## config.mk

```make
export PLATFORM = sky130hd
export DESIGN_NAME = fetch_stage_flat
export DESIGN_NICKNAME = d
export VERILOG_FILES = /design/src/rtl/riscv_pkg.sv /design/src/rtl/fetch_stage_if.sv /design/src/rtl/fetch_stage.sv /design/src/flat_wrapper.sv
export SDC_FILE = /design/constraint.sdc
export NUM_CORES = 1
export LEC_CHECK = 0
export CELL_PAD_IN_SITES_DETAIL_PLACEMENT = 1
export CELL_PAD_IN_SITES_GLOBAL_PLACEMENT = 2
export CORE_MARGIN = 8
export CORE_UTILIZATION = 24
export DETAILED_ROUTE_END_ITERATION = 8
export PLACE_DENSITY_LB_ADDON = 0.1
export SYNTH_ARGS = -nofsm -noshare
export SYNTH_HDL_FRONTEND = slang
export SYNTH_SLANG_ARGS = --single-unit
```

## constraint.sdc

```tcl
create_clock -name clk -period 3.5 [get_ports clk]
set_clock_uncertainty 0.2 [all_clocks]
set_input_delay 0.7 -clock clk [delete_from_list [all_inputs] [get_ports clk]]
set_output_delay 0.7 -clock clk [all_outputs]
set_load 0.02 [all_outputs]
```

## src/rtl/riscv_pkg.sv

```systemverilog
// Shared core definitions: canonical NOP encoding and the instruction-fetch FSM states.
package riscv_pkg;

  localparam logic [31:0] NOP_INST = 32'h0000_0013;

  typedef enum logic [1:0] {
    IDLE = 2'd0,
    WAIT = 2'd1,
    HOLD = 2'd2,
    DROP = 2'd3
  } fetch_state_e;

endpackage

```

## src/rtl/fetch_stage_if.sv

```systemverilog
// Instruction-memory req/gnt/rvalid bus between the fetch stage (master) and memory (slave).
interface fetch_stage_if;

  logic        imem_req;
  logic [31:0] imem_addr;
  logic        imem_gnt;
  logic        imem_rvalid;
  logic [31:0] imem_rdata;

  modport master (
    output imem_req,
    output imem_addr,
    input  imem_gnt,
    input  imem_rvalid,
    input  imem_rdata
  );

  modport slave (
    input  imem_req,
    input  imem_addr,
    output imem_gnt,
    output imem_rvalid,
    output imem_rdata
  );

endinterface

```

## src/rtl/fetch_stage.sv

```systemverilog
// Instruction-fetch stage: PC register, single-outstanding imem request FSM,
// stall hold buffer and branch/jump redirect handling.
module fetch_stage #(
  parameter logic [31:0] RESET_PC = 32'h0000_0000,
  parameter logic [31:0] NOP_INST = riscv_pkg::NOP_INST
) (
  input  logic          clk,
  input  logic          reset_n,
  input  logic          stall_f,
  input  logic          redirect_f,
  input  logic [31:0]   redirect_pc,
  fetch_stage_if.master imem,
  output logic [31:0]   pc_f,
  output logic [31:0]   pc_plus_4_f,
  output logic [31:0]   inst_f,
  output logic          inst_valid_f
);

  import riscv_pkg::*;

  fetch_state_e state_r, state_s;
  logic [31:0]  pc_r, pc_s;
  logic [31:0]  buf_r, buf_s;
  logic [31:0]  pc_plus_4_s;
  logic [31:0]  target_s;
  logic         req_s;
  logic [31:0]  addr_s;
  logic         valid_s;
  logic [31:0]  inst_s;

  assign pc_plus_4_s = pc_r + 32'd4;
  assign target_s    = redirect_pc & ~32'd3;

  // State, PC and hold-buffer registers.
  always_ff @(posedge clk or negedge reset_n) begin
    if (!reset_n) begin
      state_r <= IDLE;
      pc_r    <= RESET_PC;
      buf_r   <= NOP_INST;
    end else begin
      state_r <= state_s;
      pc_r    <= pc_s;
      buf_r   <= buf_s;
    end
  end

  // Next-state, next-PC and request/instruction outputs.
  always_comb begin
    state_s = state_r;
    pc_s    = pc_r;
    buf_s   = buf_r;
    req_s   = 1'b0;
    addr_s  = pc_r;
    valid_s = 1'b0;
    inst_s  = NOP_INST;
    case (state_r)
      IDLE: begin
        if (redirect_f) begin
          pc_s = target_s;
        end else begin
          req_s = 1'b1;
          if (imem.imem_gnt) state_s = WAIT;
          else               state_s = IDLE;
        end
      end
      WAIT: begin
        if (imem.imem_rvalid) begin
          if (redirect_f) begin
            pc_s    = target_s;
            state_s = IDLE;
          end else begin
            valid_s = 1'b1;
            inst_s  = imem.imem_rdata;
            if (stall_f) begin
              buf_s   = imem.imem_rdata;
              state_s = HOLD;
            end else begin
              // Consume: chain the next fetch in the same cycle.
              pc_s    = pc_plus_4_s;
              req_s   = 1'b1;
              addr_s  = pc_plus_4_s;
              state_s = imem.imem_gnt ? WAIT : IDLE;
            end
          end
        end else if (redirect_f) begin
          pc_s    = target_s;
          state_s = DROP;
        end else begin
          state_s = WAIT;
        end
      end
      HOLD: begin
        if (redirect_f) begin
          pc_s    = target_s;
          state_s = IDLE;
        end else begin
          valid_s = 1'b1;
          inst_s  = buf_r;
          if (stall_f) begin
            state_s = HOLD;
          end else begin
            pc_s    = pc_plus_4_s;
            req_s   = 1'b1;
            addr_s  = pc_plus_4_s;
            state_s = imem.imem_gnt ? WAIT : IDLE;
          end
        end
      end
      DROP: begin
        if (redirect_f) pc_s = target_s;
        else            pc_s = pc_r;
        // The stale response retires the outstanding request.
        if (imem.imem_rvalid) state_s = IDLE;
        else                  state_s = DROP;
      end
      default: begin
        state_s = IDLE;
      end
    endcase
  end

  // IDLE requests combinationally, so mask the request while reset is held.
  assign imem.imem_req  = req_s & reset_n;
  assign imem.imem_addr = addr_s;
  assign pc_f           = pc_r;
  assign pc_plus_4_f    = pc_plus_4_s;
  assign inst_f         = inst_s;
  assign inst_valid_f   = valid_s;

endmodule

```

## src/flat_wrapper.sv

```systemverilog
// flat-port wrapper written by rule: the top's interface ports become plain ports
module fetch_stage_flat import riscv_pkg::*;
#(
  parameter logic [31:0] RESET_PC = 32'h0000_0000,
  parameter logic [31:0] NOP_INST = riscv_pkg::NOP_INST
)
  (clk, reset_n, stall_f, redirect_f, redirect_pc, pc_f, pc_plus_4_f, inst_f, inst_valid_f, imem_imem_req, imem_imem_addr, imem_imem_gnt, imem_imem_rvalid, imem_imem_rdata);
  fetch_stage_if imem_i ();
  input  logic clk;
  input  logic reset_n;
  input  logic stall_f;
  input  logic redirect_f;
  input  logic [31:0] redirect_pc;
  output logic [31:0] pc_f;
  output logic [31:0] pc_plus_4_f;
  output logic [31:0] inst_f;
  output logic inst_valid_f;
  output wire logic [$bits(imem_i.imem_req)-1:0] imem_imem_req;
  output wire logic [$bits(imem_i.imem_addr)-1:0] imem_imem_addr;
  input wire logic [$bits(imem_i.imem_gnt)-1:0] imem_imem_gnt;
  input wire logic [$bits(imem_i.imem_rvalid)-1:0] imem_imem_rvalid;
  input wire logic [$bits(imem_i.imem_rdata)-1:0] imem_imem_rdata;
  assign imem_imem_req = imem_i.imem_req;
  assign imem_imem_addr = imem_i.imem_addr;
  assign imem_i.imem_gnt = imem_imem_gnt;
  assign imem_i.imem_rvalid = imem_imem_rvalid;
  assign imem_i.imem_rdata = imem_imem_rdata;
  fetch_stage #(.RESET_PC(RESET_PC), .NOP_INST(NOP_INST)) u_core (.clk(clk), .reset_n(reset_n), .stall_f(stall_f), .redirect_f(redirect_f), .redirect_pc(redirect_pc), .imem(imem_i), .pc_f(pc_f), .pc_plus_4_f(pc_plus_4_f), .inst_f(inst_f), .inst_valid_f(inst_valid_f));
endmodule
```

==> results_dict.tcl, run 1 <==
set metrics [dict create \
    hold_viol_final 0 \
    first_iter_violations 233 \
    crit_buf_inv 4 \
    grt_pass1_vias 6126 \
    portBuffers 197 \
    max_slew_margin_pct 31.8 \
    clock_latency_ns 0.34 \
    clk_pin_slew_ns 0.06 \
    die_x_um 159 \
    drt-wirelength-per-cell_um 20.3 \
    final_common_cell "clkdlybuf4s50_1" \
    max_freq_ghz 0.292 \
    reg2reg_depth 5 \
    p_leak_uw 0.00351 \
    pwr-share-comb_pct 67.7 \
    hold_path.class "input pin to asynchronous set/reset pin" \
    ys_types 55 \
    worst_pin_slew_ns 1.02 \
    crit_top_cell "buf_4" \
    fp.dieH_um 159 \
    r2r_slack_ns 0.80 \
    syn_nets 659 \
    dp_hpwl_um 16800 \
    antenna_found_initial 0 \
    p_seq_share_pct 19.6 \
    synth_xor_xnor_area_share_pct 4.99 \
    yosys_warnings 0 \
    synth_edf_count 0 \
    finalCriticalPeriod_ns 3.43 \
    num_vias 5529 \
    stdcell_area_um2 8000 \
    tritoncts "yes" \
    r2r_end "u_core.pc_f[10]$_DFF_PN0_" \
    grtUsageTotal_pct 17.4 \
    slew_viol_final 0 \
    yosys.area.top_type "dfrtp_1" \
    cpPeakStageDelay_ns 0.64 \
    setup_slack_ns 0.0736 \
    power_density_nw_per_um2 857 \
    grt_pass1_wl_um 35700 \
    nNetsFinal 898 \
    post-route-drc-count 0 \
    synth_compound_area_share_pct 22.2 \
    core-area_um2 20200 \
    gp_congestion 0.817 \
    p_sw_share_pct 47.2 \
    status "finished clean" \
    crit_fanout 5 \
    gr-total-overflow 0 \
    final_layout_size_suffix_gt1_share_pct 24.1 \
    start_kind "flip-flop" \
    syn_inst 582 \
    place_ws_ns -0.506 \
    p_sw_uw 3240 \
    nFillCells 2390 \
    p_clk_share_pct 12.7 \
    numCtsBuffers 9 \
    final_cell_mix "clkdlybuf4s50_1, buf_4, dfrtp_1" \
    fin_crit_sh_pct 97.9 \
    worstPathRequired_ns 2.60 \
    clockRootBuffer "clkbuf_16" \
    wl_um 22300 \
    clock_path_buffers 2 \
    r2r-start "u_core.state_r[0]$_DFFE_PN0P_" \
    numClockSinks 66 \
    synthSimpleGateAreaFrac_pct 20.7 \
    post_synth_mux_area_share_pct 10.2 \
    yosys.area.top_type_share_pct 32.1 \
    syn_avg_cell_area_um2 8.45 \
    crit_family "buffers and inverters" \
    end_kind "primary output" \
    synth_area_um2 4920 \
    placed_cell_area_um2 7710 \
    critPathSlowestCell "clkdlybuf4s50_1" \
    endpoint "pc_plus_4_f[10]" \
    initial_utilization_pct 24.4 \
    ir_worst_vdd_mv 0.413 \
    ant_nets 0 \
    num_rows 52 \
    synth.area.top_cells "dfrtp_1, mux2_2, a22oi_1" \
    cp_num_cells 8 \
    critical_path_class "flip-flop to primary output" \
    rsz0062_at_grt "yes" \
    io_pins 200 \
    ys_seq_area_share_pct 33.7 \
    area_growth_pct 62.7 \
    ys_ff_latch 66 \
    setup_violations 0 \
    internal_power_uw 3620 \
    crit_chain "buf_6, ha_4, nand4_1, buf_4, nor2_2, buf_4, xor2_1, clkdlybuf4s50_1" \
    startpoint "u_core.pc_f[2]$_DFF_PN0_" \
    holdWs_ns 0.221 \
    dieArea_um2 25300 \
    n_antenna_cell 0 \
    worstPathArrival_ns 2.53 \
    synth_top_family_by_area "compound AO/OA/AOI/OAI gates" \
    viasPerCell 5.04 \
    ys_async_sr_fraction_pct 100 \
    synth_top_flop_cell "dfrtp_1" \
    synth_fa_ha_area_share_pct 1.78 \
    dr.pass1.iters 4 \
    grt_max_degree 37 \
    drv_cap 0 \
    ctsHoldBuffers 0 \
    cts-htree-levels 3 \
]
-- power groups by stage --
stage	Clock [uW]	Sequential (uW)	Combinational (uW)
after floorplan	0	1540	2230
after global placement	0	1330	4830
after detailed placement	0	1350	4880
after CTS	898	1340	4700
after global routing	926	1390	5010
final	871	1340	4640
-- worst register-to-register path, delay by kind of cell (launching register included) --
kind / cells / cell delay [ns]
buffers and inverters: 1 / 0.11
and+or+nand+nor: 2 / 1.00
DFF: 1 / 0.42
adders and majority gates: 1 / 0.39
AOI/OAI and AO/OA: 1 / 0.47
-- kinds of logic (layout without fill, tap and decap cells) --
group / after synthesis / after routing
AND/OR/NAND/NOR: 194 / 194
flip-flops: 66 / 66
XOR/XNOR: 28 / 28
adder cells (fa/ha/maj): 7 / 7
buffers and inverters: 78 / 322
AO/OA/AOI/OAI: 163 / 163
multiplexers: 46 / 46
-- worst min-delay path by stage --
stage	startpoint	end	cells past startpoint	slack, ns
5_1_grt	reset_n	u_core.buf_r[15]$_DFFE_PN0P_	2	0.25
3_3_place_gp	u_core.buf_r[7]$_DFFE_PN0P_	u_core.buf_r[7]$_DFFE_PN0P_	1	0.29
3_5_place_dp	u_core.buf_r[9]$_DFFE_PN0P_	u_core.buf_r[9]$_DFFE_PN0P_	1	0.30
6_report	reset_n	u_core.buf_r[15]$_DFFE_PN0P_	2	0.22
2_1_floorplan	reset_n	u_core.buf_r[10]$_DFFE_PN0P_	0	0.20
4_1_cts	reset_n	u_core.buf_r[15]$_DFFE_PN0P_	2	0.23
-- metrics by stage --
step                TNS (ns)  std cells  power (uW)  util [%]
finish                     0       1096        6850      39.7
global route         -0.0177       1096        7330      39.7
CTS                  -0.0620       1093        6940      39.5
detailed placement    -10.10       1076        6230      38.2
global placement       -9.38       1076        6150      38.2
floorplan                  0        582        3770         -
-- metal layers --
metal	GRT usage (%)	vias up	part of all wire (%)
li1	-	2608	-
met1	21.5	2762	44
met2	29.8	143	49
met3	4.01	16	4.9
met4	4.63	0	1.3
met5	0	-	0
-- area by class of cell --
| class | instances | area (um^2) | share of cell area (%) |
|---|---|---|---|
| repair buffers | 291 | 2610 | 32.6 |
| well taps | 270 | 338 | 4.22 |
| multi-input cells | 438 | 3060 | 38.3 |
| clock buffers | 9 | 225 | 2.81 |
| flip-flops and latches | 66 | 1660 | 20.7 |
| inverters | 15 | 56.3 | 0.704 |
| clock inverters | 7 | 53.8 | 0.672 |
-- state kept, by name, summed over array words and instances (netlist names) --
signal	count
u_core.buf_r	32
u_core.state_r	2
u_core.pc_f	32
-- synth_stat cells, types with 8 or more instances --
cell type,n
a21oi_1,16
a22oi_1,32
a31oi_1,15
buf_1,8
clkbuf_1,42
dfrtp_1,63
inv_1,14
mux2_2,32
mux2i_1,14
nand2_1,54
nand3_1,30
nand4_1,8
nor2_1,29
nor2b_1,32
o21ai_0,42
o311ai_0,13
o31ai_1,11
xnor2_1,20
xor2_1,8
-- what timing repair did --
action | CTS | global route
buffers inserted | 1 | 3
endpoints found under the setup margin | 77 | 34
resized for setup | 123 | 67
pin swaps | 0 | 11
Power figures use the tool's default switching activity.
==> run 2, diff against run 1 <==
--- a/config.mk
+++ b/config.mk
@@ -7,8 +7,9 @@
 export LEC_CHECK = 0
 export CELL_PAD_IN_SITES_DETAIL_PLACEMENT = 1
 export CELL_PAD_IN_SITES_GLOBAL_PLACEMENT = 2
-export CORE_MARGIN = 8
+export CORE_MARGIN = 2
 export CORE_UTILIZATION = 24
+export CTS_CLUSTER_DIAMETER = 50
 export DETAILED_ROUTE_END_ITERATION = 8
 export PLACE_DENSITY_LB_ADDON = 0.1
 export SYNTH_ARGS = -nofsm -noshare
==> run 2 against run 1 <==
Effect of this change:
- non-clock buffer count down 5
- core utilization up 0.11 points
- critical path depth down 1
- routed wire length down 5.9%
- largest power group unchanged
==> results_dict.tcl, run 2 (synthesis results as in run 1) <==
set metrics [dict create \
    stdcell_area_um2 8030 \
    grt_max_degree 67 \
    clk_pin_slew_ns 0.06 \
    final_cell_mix "clkdlybuf4s50_1, buf_4, dfrtp_1" \
    stdcell_count 1090 \
    cts-htree-levels 3 \
    fin_crit_sh_pct 99.0 \
    dp.cells 1069 \
    max_freq_ghz 0.289 \
    status "finished clean" \
    final_common_cell "clkdlybuf4s50_1" \
    nFillCells 2367 \
    gr-total-overflow 0 \
    ant_nets 0 \
    worstPathRequired_ns 2.60 \
    power_density_nw_per_um2 853 \
    hold_path.class "flip-flop to flip-flop" \
    wl_um 21000 \
    crit_buf_inv 2 \
    worst_pin_slew_ns 1.03 \
    hold_viol_final 0 \
    initial_utilization_pct 24.4 \
    crit_fanout 4 \
    grt_use_met3_pct 2.98 \
    finalCriticalPeriod_ns 3.47 \
    die_x_um 147 \
    placed_cell_area_um2 7660 \
    rsz0062_at_grt "yes" \
    antenna_found_initial 0 \
    dp_hpwl_um 15300 \
    ir_worst_vdd_mv 0.324 \
    drt-wirelength-per-cell_um 19.2 \
    num_rows 52 \
    critPathSlowestCell "or4_4" \
    n_antenna_cell 0 \
    finalSetupTns_ns 0 \
    drv_cap 0 \
    final_layout_size_suffix_gt1_share_pct 22.8 \
    crit_chain "buf_4, nand2_1, or4_4, or4_4, or4_4, nand3_4, buf_6" \
    num_vias 5460 \
    setup_violations 0 \
    portBuffers 197 \
    grtUsageTotal_pct 19.0 \
    core-area_um2 20200 \
    dr.pass1.iters 4 \
    io_pins 200 \
    cpPeakStageDelay_ns 0.53 \
    first_iter_violations 184 \
    nNetsFinal 893 \
    clock_latency_ns 0.33 \
    gr-usage-met2_pct 33.3 \
    setup_slack_ns 0.0346 \
    gp_congestion 0.785 \
    tritoncts "yes" \
    viasPerCell 5.01 \
    use_met1_pct 24.6 \
    top_usage_layer "met2" \
    max_slew_margin_pct 31.1 \
    ctsHoldBuffers 0 \
    clockRootBuffer "clkbuf_16" \
    worstPathArrival_ns 2.57 \
    place_ws_ns -0.479 \
    p_leak_uw 0.00354 \
    fp.dieH_um 147 \
    slew_viol_final 0 \
    post-route-drc-count 0 \
    crit_top_cell "or4_4" \
    grt_pass1_vias 5765 \
    start_kind "flip-flop" \
    area_growth_pct 63.2 \
    grt_pass1_wl_um 32500 \
    critical_path_class "flip-flop to primary output" \
    clock_path_buffers 2 \
    numClockSinks 66 \
    end_kind "primary output" \
    numCtsBuffers 9 \
    crit_family "simple AND/OR/NAND/NOR gates" \
    holdWs_ns 0.307 \
    dieArea_um2 21700 \
]
run 2: cell types whose count changed in the layout (fill, tap and decap cells not counted), sizes merged:
| cell | before | now |
|---|---|---|
| inv | 17 | 15 |
| dlygate4sd2 | 48 | 47 |
| clkinvlp | 3 | 2 |
| dlygate4sd1 | 1 | 0 |
| clkbuf | 23 | 18 |
| clkinv | 2 | 4 |
| buf | 104 | 96 |
| dlymetal6s2s | 6 | 12 |
| clkdlybuf4s15 | 4 | 8 |
run 2: per-layer routing:
metal | wire, um | share of wire [%]
met4 | 221 | 1.1
met2 | 10400 | 50
met5 | 0 | 0
met1 | 9630 | 46
met3 | 708 | 3.4
run 2: where the power goes:
group	switching, uW	internal [uW]
Combinational	2600	2070
Sequential	222	1130
Clock	360	470
run 2: worst paths after layout:
path	from	endpoint	slack, ns	depth (start not counted)
max	u_core.pc_f[3]$_DFF_PN0_	imem_imem_addr[31]	0.03	7
min reg2reg	u_core.buf_r[3]$_DFFE_PN0P_	u_core.buf_r[3]$_DFFE_PN0P_	0.31	1
max reg2reg	u_core.state_r[0]$_DFFE_PN0P_	u_core.pc_f[10]$_DFF_PN0_	0.74	6
min	u_core.buf_r[3]$_DFFE_PN0P_	u_core.buf_r[3]$_DFFE_PN0P_	0.31	1
max in group asynchronous	reset_n	u_core.state_r[1]$_DFFE_PN0P_	2.08	2
min in group asynchronous	reset_n	u_core.pc_f[1]$_DFF_PN0_	0.40	2
run 2: metrics by stage:
| stage | total power (uW) | utilization [%] |
|---|---|---|
| floorplan | 3770 | - |
| global placement | 6050 | 38.0 |
| detailed placement | 6140 | 38.0 |
| CTS | 6860 | 39.2 |
| global route | 7310 | 39.8 |
| finish | 6850 | 39.8 |
run 2: layout make-up:
| class | count | area (um^2) | area share (%) |
|---|---|---|---|
| clock inverter | 6 | 35.0 | 0.437 |
| clock buffer | 9 | 225 | 2.81 |
| timing repair buffer | 286 | 2640 | 32.8 |
| sequential | 66 | 1660 | 20.6 |
| tap | 270 | 338 | 4.21 |
| inverter | 15 | 56.3 | 0.702 |
| multi-input combinational | 438 | 3080 | 38.4 |
run 2: what timing repair did:
item                                   4_1_cts  5_1_grt
setup buffers                                1        6
pin swaps                                    0        8
resized for setup                          105       63
setup endpoints to repair                   71       40
endpoints found under the hold margin        0        0
run 2: worst register-to-register path, cell delays in order (launching register included):
cell     delay, ns
dfrtp_1       0.41
inv_1         0.13
ha_4          0.31
buf_4         0.12
or3b_2        0.50
and2_1        0.50
a221o_1       0.48
==> run 3, diff against run 2 <==
--- a/config.mk
+++ b/config.mk
@@ -10,6 +10,7 @@
 export CORE_MARGIN = 2
 export CORE_UTILIZATION = 24
 export CTS_CLUSTER_DIAMETER = 50
+export CTS_CLUSTER_SIZE = 24
 export DETAILED_ROUTE_END_ITERATION = 8
 export PLACE_DENSITY_LB_ADDON = 0.1
 export SYNTH_ARGS = -nofsm -noshare
==> constraint.sdc (replaced) <==
create_clock -name clk -period 3.5 [get_ports clk]
set_clock_uncertainty 0.2 [all_clocks]
set_input_delay 0.7 -clock clk [delete_from_list [all_inputs] [get_ports clk]]
set_output_delay 0.7 -clock clk [all_outputs]
set_load 0.005 [all_outputs]
==> run 3 against run 2 <==
Effect of this change:
- worst hold slack lost 0.095 ns
- sequential power is essentially flat
- routed wire length grew 2.5%
- clock power grew 11%
- sequential cell count is the same
- register-to-register slack lost 0.28 ns
- maximum frequency grew 0.35%
- final area grew 5.5%
- total power shrank 5.5%
- first-iteration DRC count shrank 11%
==> results_dict.tcl, run 3 (synthesis results as in run 1) <==
set metrics [dict create \
    p_clk_share_pct 14.3 \
    clock_latency_ns 0.34 \
    dp_hpwl_um 15600 \
    max_freq_ghz 0.290 \
    numClockSinks 66 \
    core-area_um2 20200 \
    drt-wirelength-per-cell_um 19.2 \
    p_leak_uw 0.00358 \
    pwr-share-comb_pct 64.6 \
    rsz0062_at_grt "yes" \
    grt_pass1_vias 5901 \
    p_sw_uw 2580 \
    hold_path.class "input pin to asynchronous set/reset pin" \
    die_x_um 147 \
    io_pins 200 \
    final_core_util_pct 42.0 \
    stdcell_count 1122 \
    post-route-drc-count 0 \
    initial_utilization_pct 24.4 \
    wl_um 21500 \
    dieArea_um2 21700 \
    clock_path_buffers 2 \
    fp.dieH_um 147 \
    ant_nets 0 \
    finalCriticalPeriod_ns 3.45 \
    totalPowerFinal_uw 6470 \
    slew_viol_final 0 \
    n_antenna_cell 0 \
    cts-htree-levels 3 \
    dp.cells 1072 \
    num_rows 52 \
    r2r-start "u_core.state_r[1]$_DFFE_PN0P_" \
    grtUsageTotal_pct 19.6 \
    status "finished clean" \
    internal_power_uw 3900 \
    clk_pin_slew_ns 0.06 \
    drv_cap 0 \
    area_growth_pct 72.2 \
    hold_viol_final 0 \
    p_sw_share_pct 39.8 \
    antenna_found_initial 0 \
    final_common_cell "clkdlybuf4s50_1" \
    start_kind "flip-flop" \
    end_kind "primary output" \
    portBuffers 197 \
    num_vias 5559 \
    first_iter_violations 164 \
    ir_worst_vdd_mv 0.258 \
    gp_congestion 0.807 \
    crit_fanout 3 \
    power_density_nw_per_um2 764 \
    placed_cell_area_um2 7660 \
    worstPathRequired_ns 2.60 \
    clockRootBuffer "clkbuf_16" \
    final_layout_size_suffix_gt1_share_pct 26.9 \
    dr.pass1.iters 4 \
    startpoint "u_core.pc_f[5]$_DFF_PN0_" \
    critical_path_class "flip-flop to primary output" \
    viasPerCell 4.95 \
    nNetsFinal 925 \
    max_slew_margin_pct 14.4 \
    numCtsBuffers 9 \
    grt_pass1_wl_um 33500 \
    gr-total-overflow 0 \
    reg2reg_depth 8 \
    worstPathArrival_ns 2.55 \
    final_cell_mix "clkdlybuf4s50_1, buf_4, dfrtp_1" \
    worst_pin_slew_ns 1.28 \
    p_seq_share_pct 21.1 \
    grt_max_degree 39 \
    stdcell_area_um2 8470 \
    setup_violations 0 \
    tritoncts "yes" \
    fin_crit_sh_pct 98.7 \
]
-- run 3: area by class of cell --
cell class | count | area, um^2
fillers | 2353 | 11700
multi-input cells | 438 | 3210
repair buffers | 318 | 2920
flip-flops and latches | 66 | 1660
well taps | 270 | 338
clock buffers | 10 | 239
inverters | 15 | 56.3
clock inverters | 5 | 55.1
-- run 3: stage by stage --
step | hold slack [ns] | setup slack [ns] | TNS (ns)
finish | 0.212 | 0.0466 | 0
floorplan | 0.204 | 0.338 | 0
global placement | 0.286 | -0.366 | -4.31
detailed placement | 0.295 | -0.355 | -5.28
CTS | 0.233 | -0.0971 | -0.334
global route | 0.236 | -0.0703 | -0.144
-- run 3: routing by layer --
metal  up-vias  GRT usage, %  part of all wire [%]
li1       2665             -                     -
met1      2747          24.9                    44
met2       132          34.9                    51
met3        15          3.07                   3.7
met4         0          4.42                   1.1
met5         -             0                     0
-- run 3: power groups by stage --
stage / clock, uW / sequential, uW / combinational (uW)
after detailed placement: 0 / 1370 / 4040
after CTS: 955 / 1360 / 4080
final: 925 / 1360 / 4180
after global placement: 0 / 1340 / 3970
after floorplan: 0 / 1360 / 1720
after global routing: 998 / 1410 / 4550
-- run 3: path summary, 6_finish.rpt --
check                                                end  slack (ns)
setup / recovery                      imem_imem_addr[27]        0.05
hold / removal                  u_core.pc_f[1]$_DFF_PN0_        0.21
setup reg to reg               u_core.pc_f[21]$_DFF_PN0_        0.46
hold reg to reg              u_core.buf_r[3]$_DFFE_PN0P_        0.31
max in group asynchronous  u_core.state_r[0]$_DFFE_PN0P_        1.99
min in group clk             u_core.buf_r[3]$_DFFE_PN0P_        0.31
-- run 3: worst max-delay path: stages (launching register included) --
cell      delay (ns)
dfrtp_1         0.35
buf_4           0.11
nand3_2         0.10
or4_4           0.56
or4_4           0.45
or4_4           0.43
nand3_2         0.10
clkbuf_2        0.11
-- run 3: what timing repair did --
| item | in CTS | in global routing |
|---|---|---|
| setup buffers | 16 | 19 |
| hold buffers | 0 | 0 |
| pin swaps | 15 | 19 |
| endpoints found under the setup margin | 41 | 67 |
| gates resized for setup | 73 | 48 |
